$ cat config.mk
export PLATFORM = sky130hd
export DESIGN_NAME = cdb_arbiter
export DESIGN_NICKNAME = d
export VERILOG_FILES = /design/src/rtl/sys_defs.sv /design/src/rtl/rr_select.sv /design/src/rtl/cdb_arbiter.sv
export SDC_FILE = /design/constraint.sdc
export NUM_CORES = 1
export LEC_CHECK = 0
export CAP_MARGIN = 10
export CORE_AREA = 5 5 112 114
export DETAILED_ROUTE_END_ITERATION = 6
export DIE_AREA = 0 0 117 119
export PLACE_DENSITY = 0.89
export SLEW_MARGIN = 30
export SYNTH_ARGS = -nofsm -noshare
export SYNTH_HDL_FRONTEND = slang
export SYNTH_HIERARCHICAL = 1
export SYNTH_SLANG_ARGS = --single-unit
$ cat constraint.sdc
create_clock -name clock -period 13.25 [get_ports clock]
set_clock_uncertainty 0.2 [all_clocks]
set_input_delay 2.65 -clock clock [delete_from_list [all_inputs] [get_ports clock]]
set_output_delay 2.65 -clock clock [all_outputs]
set_load 0.01 [all_outputs]
$ cat src/rtl/sys_defs.sv
// Shared definitions for the result-broadcast path: physical tag width and the
// common data bus packet carried on each broadcast lane.
package sys_defs;

  localparam int unsigned PHYS_REG_BITS = 6;
  localparam int unsigned XLEN          = 64;

  // value is sized for the widest datapath; narrower users zero-extend
  typedef struct packed {
    logic                     valid;
    logic [PHYS_REG_BITS-1:0] tag;
    logic [XLEN-1:0]          value;
  } cdb_packet_t;

endpackage

$ cat src/rtl/rr_select.sv
// One-hot circular priority pick: first asserted request at or after start,
// wrapping modulo NUM_FU.
module rr_select #(
  parameter int unsigned NUM_FU = 4,
  parameter int unsigned PTR_W  = 2
) (
  input  logic [NUM_FU-1:0] req,
  input  logic [PTR_W-1:0]  start,
  output logic [NUM_FU-1:0] pick
);

  logic             found;
  logic [PTR_W-1:0] idx;
  int unsigned      sum;

  always_comb begin
    pick  = '0;
    found = 1'b0;
    idx   = '0;
    sum   = 0;
    for (int unsigned i = 0; i < NUM_FU; i++) begin
      sum = 32'(start) + i;
      if (sum >= NUM_FU) sum = sum - NUM_FU;
      idx = PTR_W'(sum);
      if (!found && req[idx]) begin
        pick[idx] = 1'b1;
        found     = 1'b1;
      end
    end
  end

endmodule

$ cat src/rtl/cdb_arbiter.sv
// Common data bus arbiter: grants up to CDB_SZ completed functional units per
// cycle in round-robin order and broadcasts their results one cycle later.
module cdb_arbiter
  import sys_defs::*;
#(
  parameter int unsigned NUM_FU = 4,
  parameter int unsigned CDB_SZ = 2,
  parameter int unsigned DATA_W = 32
) (
  input  logic                                   clock,
  input  logic                                   reset,
  input  logic                                   flush,
  input  logic [NUM_FU-1:0]                      req_valid,
  input  logic [NUM_FU-1:0][PHYS_REG_BITS-1:0]   req_tag,
  input  logic [NUM_FU-1:0][DATA_W-1:0]          req_value,
  output logic [NUM_FU-1:0]                      grant,
  output logic [CDB_SZ-1:0]                      cdb_valid,
  output logic [CDB_SZ-1:0][PHYS_REG_BITS-1:0]   cdb_tag,
  output logic [CDB_SZ-1:0][DATA_W-1:0]          cdb_value
);

  localparam int unsigned PTR_W = (NUM_FU > 1) ? $clog2(NUM_FU) : 1;

  if (DATA_W > XLEN) begin : g_width_check
    $error("cdb_arbiter: DATA_W exceeds packet value width");
  end

  logic [PTR_W-1:0]                rr_ptr, rr_ptr_next;
  logic [CDB_SZ:0][NUM_FU-1:0]     avail;
  logic [CDB_SZ-1:0][NUM_FU-1:0]   pick;
  cdb_packet_t [CDB_SZ-1:0]        lane_d, lane_q;
  logic [PTR_W-1:0]                last_idx;
  logic                            any_grant;

  assign avail[0] = (!reset && !flush) ? req_valid : '0;

  // Every lane scans from rr_ptr; masking earlier picks keeps lane k the k-th in scan order
  for (genvar k = 0; k < CDB_SZ; k++) begin : g_lane
    rr_select #(
      .NUM_FU(NUM_FU),
      .PTR_W (PTR_W)
    ) u_select (
      .req  (avail[k]),
      .start(rr_ptr),
      .pick (pick[k])
    );
    assign avail[k+1] = avail[k] & ~pick[k];
  end

  assign grant = avail[0] & ~avail[CDB_SZ];

  always_comb begin
    lane_d    = '0;
    last_idx  = rr_ptr;
    any_grant = 1'b0;
    for (int unsigned k = 0; k < CDB_SZ; k++) begin
      for (int unsigned i = 0; i < NUM_FU; i++) begin
        if (pick[k][i]) begin
          lane_d[k].valid = 1'b1;
          lane_d[k].tag   = req_tag[i];
          lane_d[k].value = XLEN'(req_value[i]);
          last_idx        = PTR_W'(i);
          any_grant       = 1'b1;
        end
      end
    end
  end

  always_comb begin
    rr_ptr_next = rr_ptr;
    if (any_grant) begin
      if (last_idx == PTR_W'(NUM_FU - 1)) rr_ptr_next = '0;
      else                                rr_ptr_next = last_idx + PTR_W'(1);
    end
  end

  always_ff @(posedge clock) begin
    if (reset) begin
      lane_q <= '0;
      rr_ptr <= '0;
    end else begin
      lane_q <= lane_d;
      rr_ptr <= rr_ptr_next;
    end
  end

  always_comb begin
    cdb_valid = '0;
    cdb_tag   = '0;
    cdb_value = '0;
    for (int unsigned k = 0; k < CDB_SZ; k++) begin
      cdb_valid[k] = lane_q[k].valid;
      cdb_tag[k]   = lane_q[k].tag;
      cdb_value[k] = lane_q[k].value[DATA_W-1:0];
    end
  end

endmodule

==> summary.txt, run 1 <==
Status
  – Status: finished clean

Setup path
  – CP Class: in2out
  – Worst-path fanout max: 42
  – R2r setup slk: 7410 ps
  – Critical Path End Type: primary output
  – Startpoint types: primary input
  – Crit path DAT: 7750 ps
  – WP data required: 10400 ps

Clock network
  – Clock Tree Buf Depth: 2
  – Post-CTS Setup Repair Bufs: 0
  – CTS tree: done
  – Post-cts gate resize count: 0
  – Clock-pin slew on the worst setup and hold paths: 60 ps
  – Total CTS buffers: 9
  – H-Tree Depth: 3
  – Hold buffers post-CTS: 0
  – CTS root buf: clkbuf_16
  – Total clock sinks: 80
  – Clock Latency Late Sink: 330 ps

GRT
  – Initial antenna violation count: 0
  – First-pass GRT wire length: 30840 um
  – Grt ovf: 0
  – GR Util All Layers: 0.2778
  – Vias in the first global route: 5822
  – Pin count of the biggest net entering global routing: 81

Power
  – Seq pwr share: 0.236
  – Net Sw Power: 621.7 uW
  – Sw Ratio: 0.3812
  – Gate power share: 0.579
  – Lkg Pwr: 0.002845 uW
  – Power Internal: 1009 uW
  – PwrDens: 211.0 nW/um^2
  – Peak supply drop: 0.1193 mV
  – Clock power frac: 0.185
  – Pwr Total: 1631 uW

Final layout
  – Fraction of layout instances using a drive strength above 1: 0.08091
  – Post-route cell area: 7727 um^2
  – Area growth syn-to-layout: 53.78%
  – Number of inserted diodes: 0
  – Most frequent cells in the layout: clkdlybuf4s50_1 (239), a21oi_1 (81), dfxtp_1 (80)
  – Nets@finish: 958
  – Commonest non-fill, non-tap cell in the layout: clkdlybuf4s50_1

Floorplanning
  – Chip Height: 119 um
  – CORE AREA: 11320 um^2
  – Chip width: 117 um
  – Std-Cell Rows: 39
  – Die area: 13920 um^2
  – Initial Utilization: 0.4439
  – IO Count: 241

Yosys
  – Synth Cell Area: 5025 um^2
  – Distinct cells, synth: 40
  – Cells after Synth: 592
  – Post-synthesis sequential area ratio: 0.3187
  – Avg Inst Size Synth: 8.488 um^2
  – Share of the synthesized area in the top cell type: 0.3187
  – Count of state elements after synthesis: 80
  – Top post-synthesis cells by area: dfxtp_1 (32%), a221o_1 (8.4%), a21oi_1 (8.1%)
  – Syn. warnings: 6
  – Synth area leader: dfxtp_1
  – Synthesized Nets: 763

STA
  – Final setup violating endpoints: 0
  – Worst slew pin tran: 921.8 ps
  – RSZ-0062 raised after global routing: false
  – Final Slew Violations: 0
  – Clock period minus worst slack: 10600 ps
  – Final worst slack: 2653 ps
  – WHS: 834.2 ps
  – Fmax: 0.09436 GHz
  – Relative slew slack: 0.3855
  – Final Cycle Share: 0.7998
  – Final-report hold violation count: 0
  – Final TNS setup: 0 ps

Drt
  – Antenna violation net count after detailed routing: 0
  – DRC viols: 0
  – Wire length per cell: 21.39 um
  – Routed via count: 5888
  – Vias/cell: 6.304
  – DRT iter0 DRCs: 615
  – TritonRoute pass-1 iters: 6
  – Final Routed Wirelength: 19980 um

Place
  – PortBufs: 240
  – Post-Place Worst Slack: 2790 ps
  – Placed Area: 7340 um^2
  – Hpwl dp: 13950 um
  – Final Wtd Congestion: 0.9361

Job
  – Total of max-cap violations: 0

Hold path
  – Hold Path Class: reg2reg
kinds of logic (layout without fill, tap and decap cells):
kind of cell | after synthesis | in the layout | share of synthesized area
DFF | 80 | 80 | 0.3187
and+or+nand+nor | 160 | 160 | 0.1741
muxes | 8 | 8 | 0.03810
AOI/OAI and AO/OA | 216 | 216 | 0.3297
adders and majority gates | 12 | 12 | 0.02988
buffers and inverters | 116 | 315 | 0.1096
Yosys cell counts (all sizes together):
cell and n:
and2b 1, a221o 42, o21ai 4, or3b 1, and3b 2, a21oi 81, nor4 1, nand3b 38
o311ai 1, nor3 37, or2 1, nand2 55, o22ai 37, a2111oi 1, nor3b 1, a31oi 1
dfxtp 80, a21o 4, ha 12, o211ai 4, nand2b 1, and3 1, nor4b 2, a31o 1
nor2b 1, inv 53, a211oi 4, mux4 8, a221oi 36, buf 37, clkbuf 26, nor2 18
final cells by class:
cell class | instances | area, um^2
Clock buffer | 10 | 229.0
Clock inverter | 5 | 128.9
Fill cell | 871 | 3593
Inverter | 53 | 198.9
Multi-Input combinational cell | 396 | 2900
Sequential cell | 80 | 1602
Tap cell | 143 | 178.9
Timing Repair Buffer | 247 | 2490
worst paths after layout:
| kind | depth (start not counted) | endpoint | startpoint |
|---|---|---|---|
| worst max register to register | 14 | cdb_value[47] | rr_ptr[0] |
| worst min-delay path | 2 | rr_ptr[0] | rr_ptr[0] |
| worst max-delay path | 15 | grant[0] | flush |
| worst min register to register | 2 | rr_ptr[0] | rr_ptr[0] |
stage by stage:
stage               cells    util
global route          934  0.6826
global placement      917  0.6450
finish                934  0.6826
floorplan             592       -
detailed placement    918  0.6483
CTS                   933  0.6799
layer usage:
| metal | up-vias | global-route usage | part of all wire |
|---|---|---|---|
| li1 | 2611 | - | - |
| met1 | 2787 | 0.3279 | 0.36 |
| met2 | 400 | 0.4712 | 0.50 |
| met3 | 90 | 0.04564 | 0.097 |
| met4 | 0 | 0.1556 | 0.049 |
| met5 | - | 0 | 0 |
sequential cells by signal, indices dropped and copies added, names as in the netlist:
register	count
cdb_tag	12
cdb_valid	2
cdb_value	64
rr_ptr	2
power groups by stage:
stage               Clock [uW]  Sequential, uW  Combinational (uW)
finish                     303             384                 944
global route               317             394                1010
CTS                        306             384                 929
detailed placement           0             389                 924
global placement             0             384                 885
floorplan                    0             431                 525
critical path, stage by stage:
cell	delay (ps)
clkdlybuf4s50_1	450
nor2_1	60
nand2_1	130
inv_1	90
mux4_2	590
nor2_1	150
nand2_1	120
o211ai_1	610
nor2_1	190
mux4_2	630
nor4b_4	430
a221o_2	840
nor2_1	100
nor2_1	130
clkdlybuf4s50_1	550
Note: power is estimated with default switching activity, not from simulation.
==> inputs of run 2 (changes only) <==
--- a/config.mk
+++ b/config.mk
@@ -6,10 +6,10 @@
 export NUM_CORES = 1
 export LEC_CHECK = 0
 export CAP_MARGIN = 10
-export CORE_AREA = 5 5 112 114
+export CORE_AREA = 5 5 116 118
 export DETAILED_ROUTE_END_ITERATION = 6
-export DIE_AREA = 0 0 117 119
-export PLACE_DENSITY = 0.89
+export DIE_AREA = 0 0 121 123
+export PLACE_DENSITY = 0.84
 export SLEW_MARGIN = 30
 export SYNTH_ARGS = -nofsm -noshare
 export SYNTH_HDL_FRONTEND = slang
==> constraint.sdc (replaced) <==
create_clock -name clock -period 9.96 [get_ports clock]
set_clock_uncertainty 0.2 [all_clocks]
set_input_delay 1.992 -clock clock [delete_from_list [all_inputs] [get_ports clock]]
set_output_delay 1.992 -clock clock [all_outputs]
set_load 0.01 [all_outputs]
==> summary.txt, run 2 (synthesis results as in run 1) <==
Status
  – Status: finished clean (unchanged)

STA
  – Final TNS setup: 0 ps (unchanged)
  – Clock period minus worst slack: 8582 ps
  – Relative slew slack: 0.4001 (was 0.3855)
  – Final Slew Violations: 0 (unchanged)
  – Final Cycle Share: 0.8617
  – Final setup violating endpoints: 0 (unchanged)
  – Worst slew pin tran: 899.8 ps (was 921.8 ps)
  – Final-report hold violation count: 0 (unchanged)
  – RSZ-0062 raised after global routing: false (unchanged)
  – Fmax: 0.1165 GHz

Floorplanning
  – Initial Utilization: 0.4064 (was 0.4439)
  – Std-Cell Rows: 41 (was 39)
  – Chip width: 121 um (was 117 um)
  – Die area: 14880 um^2 (was 13920 um^2)
  – Chip Height: 123 um (was 119 um)
  – CORE AREA: 12360 um^2 (was 11320 um^2)
  – IO Count: 241 (unchanged)

GRT
  – First-pass GRT wire length: 30430 um (was 30840 um)
  – Pin count of the biggest net entering global routing: 81 (unchanged)
  – Initial antenna violation count: 0 (unchanged)
  – Vias in the first global route: 5810 (was 5822)
  – GR Util All Layers: 0.2535 (was 0.2778)
  – Grt ovf: 0 (unchanged)

Final layout
  – Number of inserted diodes: 0 (unchanged)
  – Commonest non-fill, non-tap cell in the layout: clkdlybuf4s50_1 (unchanged)
  – Fillers: 1027 (was 871)
  – Most frequent cells in the layout: clkdlybuf4s50_1 (239), a21oi_1 (81), dfxtp_1 (80) (unchanged)
  – Reg area: 1602 um^2 (unchanged)
  – Area growth syn-to-layout: 53.56% (was 53.78%)
  – Area of the multi-input gates: 2895 um^2 (was 2900 um^2)
  – Largest register FFs: 64 (unchanged)
  – Fraction of layout instances using a drive strength above 1: 0.08207 (was 0.08091)
  – Nets@finish: 959 (was 958)

Clock network
  – H-Tree Depth: 3 (unchanged)
  – CTS root buf: clkbuf_16 (unchanged)
  – Total clock sinks: 80 (unchanged)
  – Post-cts gate resize count: 0 (unchanged)
  – Post-CTS Setup Repair Bufs: 0 (unchanged)
  – Hold buffers post-CTS: 0 (unchanged)
  – CTS tree: done (unchanged)
  – Total CTS buffers: 9 (unchanged)
  – Clock Latency Late Sink: 330 ps (about the same)
  – Clock Tree Buf Depth: 2 (unchanged)
  – Clock-pin slew on the worst setup and hold paths: 60 ps (about the same)

Setup path
  – Worst-path fanout max: 10 (was 42)
  – Startpoint types: primary input (unchanged)
  – Critical Path End Type: primary output (unchanged)
  – Crit path DAT: 6390 ps (was 7750 ps)
  – CP Class: in2out (unchanged)
  – WP data required: 7770 ps (was 10400 ps)

Job
  – Total of max-cap violations: 0 (unchanged)

Drt
  – DRC viols: 0 (unchanged)
  – DRT iter0 DRCs: 833 (was 615)
  – Wire length per cell: 20.55 um (was 21.39 um)
  – Vias/cell: 6.065 (was 6.304)
  – Routed via count: 5847 (was 5888)
  – TritonRoute pass-1 iters: 6 (unchanged)
  – Antenna violation net count after detailed routing: 0 (unchanged)
  – Final Routed Wirelength: 19820 um (was 19980 um)

Power
  – Power Internal: 1309 uW (was 1009 uW)
  – Peak supply drop: 0.2056 mV (was 0.1193 mV)
  – Lkg Pwr: 0.002822 uW (was 0.002845 uW)
  – Clock power frac: 0.178 (was 0.185)
  – PwrDens: 277.3 nW/um^2 (was 211.0 nW/um^2)
  – Seq pwr share: 0.239 (was 0.236)
  – Sw Ratio: 0.3883 (was 0.3812)
  – Gate power share: 0.584 (was 0.579)
  – Net Sw Power: 830.7 uW (was 621.7 uW)
  – Pwr Total: 2139 uW (was 1631 uW)

Hold path
  – Hold Path Class: reg2reg (unchanged)

Place
  – Hpwl dp: 13340 um (was 13950 um)
  – PortBufs: 240 (unchanged)
  – Final Wtd Congestion: 0.8967 (was 0.9361)
-- run 2: worst paths after layout --
kind / startpoint / endpoint / slack (ps) / depth (start not counted)
setup / recovery: flush / grant[2] / 1380 / 15
hold / removal: rr_ptr[0] / rr_ptr[0] / 820 / 2
setup reg to reg: rr_ptr[0] / cdb_value[44] / 4130 / 14
hold reg to reg: rr_ptr[0] / rr_ptr[0] / 820 / 2
-- run 2: power by group through the flow --
| stage | Combinational (uW) | Sequential (uW) | Clock (uW) |
|---|---|---|---|
| detailed placement | 1230 | 516 | 0 |
| CTS | 1230 | 511 | 386 |
| finish | 1250 | 511 | 380 |
| global placement | 1190 | 514 | 0 |
| floorplan | 698 | 574 | 0 |
| global route | 1330 | 525 | 398 |
-- run 2: cell type report --
type	count	area share
tap	172	0.02789
timing repair buffer	248	0.3201
sequential	80	0.2076
inverter	53	0.02578
clock buffer	10	0.02967
clock inverter	5	0.01378
multi-input combinational	396	0.3752
-- run 2: layer usage --
layer  wire length, um  up-vias  global-route usage
met5                 0        -                   0
met2              9720      409              0.4307
met3              2023       48             0.06267
met4               447        0              0.1027
li1                  -     2613                   -
met1              7623     2777              0.3083
-- run 2: metrics by stage --
stage / hold slack, ps / cells / utilization / cell area, um^2 / setup WS [ps]
floorplan: 656.8 / 592 / - / 5025 / 1942
CTS: 793.7 / 964 / 0.6237 / 7711 / 1446
detailed placement: 772.3 / 949 / 0.5966 / 7376 / 1452
global placement: 751.7 / 948 / 0.5948 / 7353 / 1705
finish: 817.3 / 964 / 0.6241 / 7716 / 1378
global route: 884.0 / 964 / 0.6241 / 7716 / 1058
-- run 2: critical path: stages --
cell and delay, ps:
clkdlybuf4s50_1 450, nor2_1 60, nand2_1 130, inv_1 90, mux4_2 590, nor2_1 140, nand2_1 110, o211ai_1 600
nor2_1 190, mux4_2 640, nor4b_4 410, a221o_2 250, nor2_1 40, nor2_1 130, clkdlybuf4s50_1 550
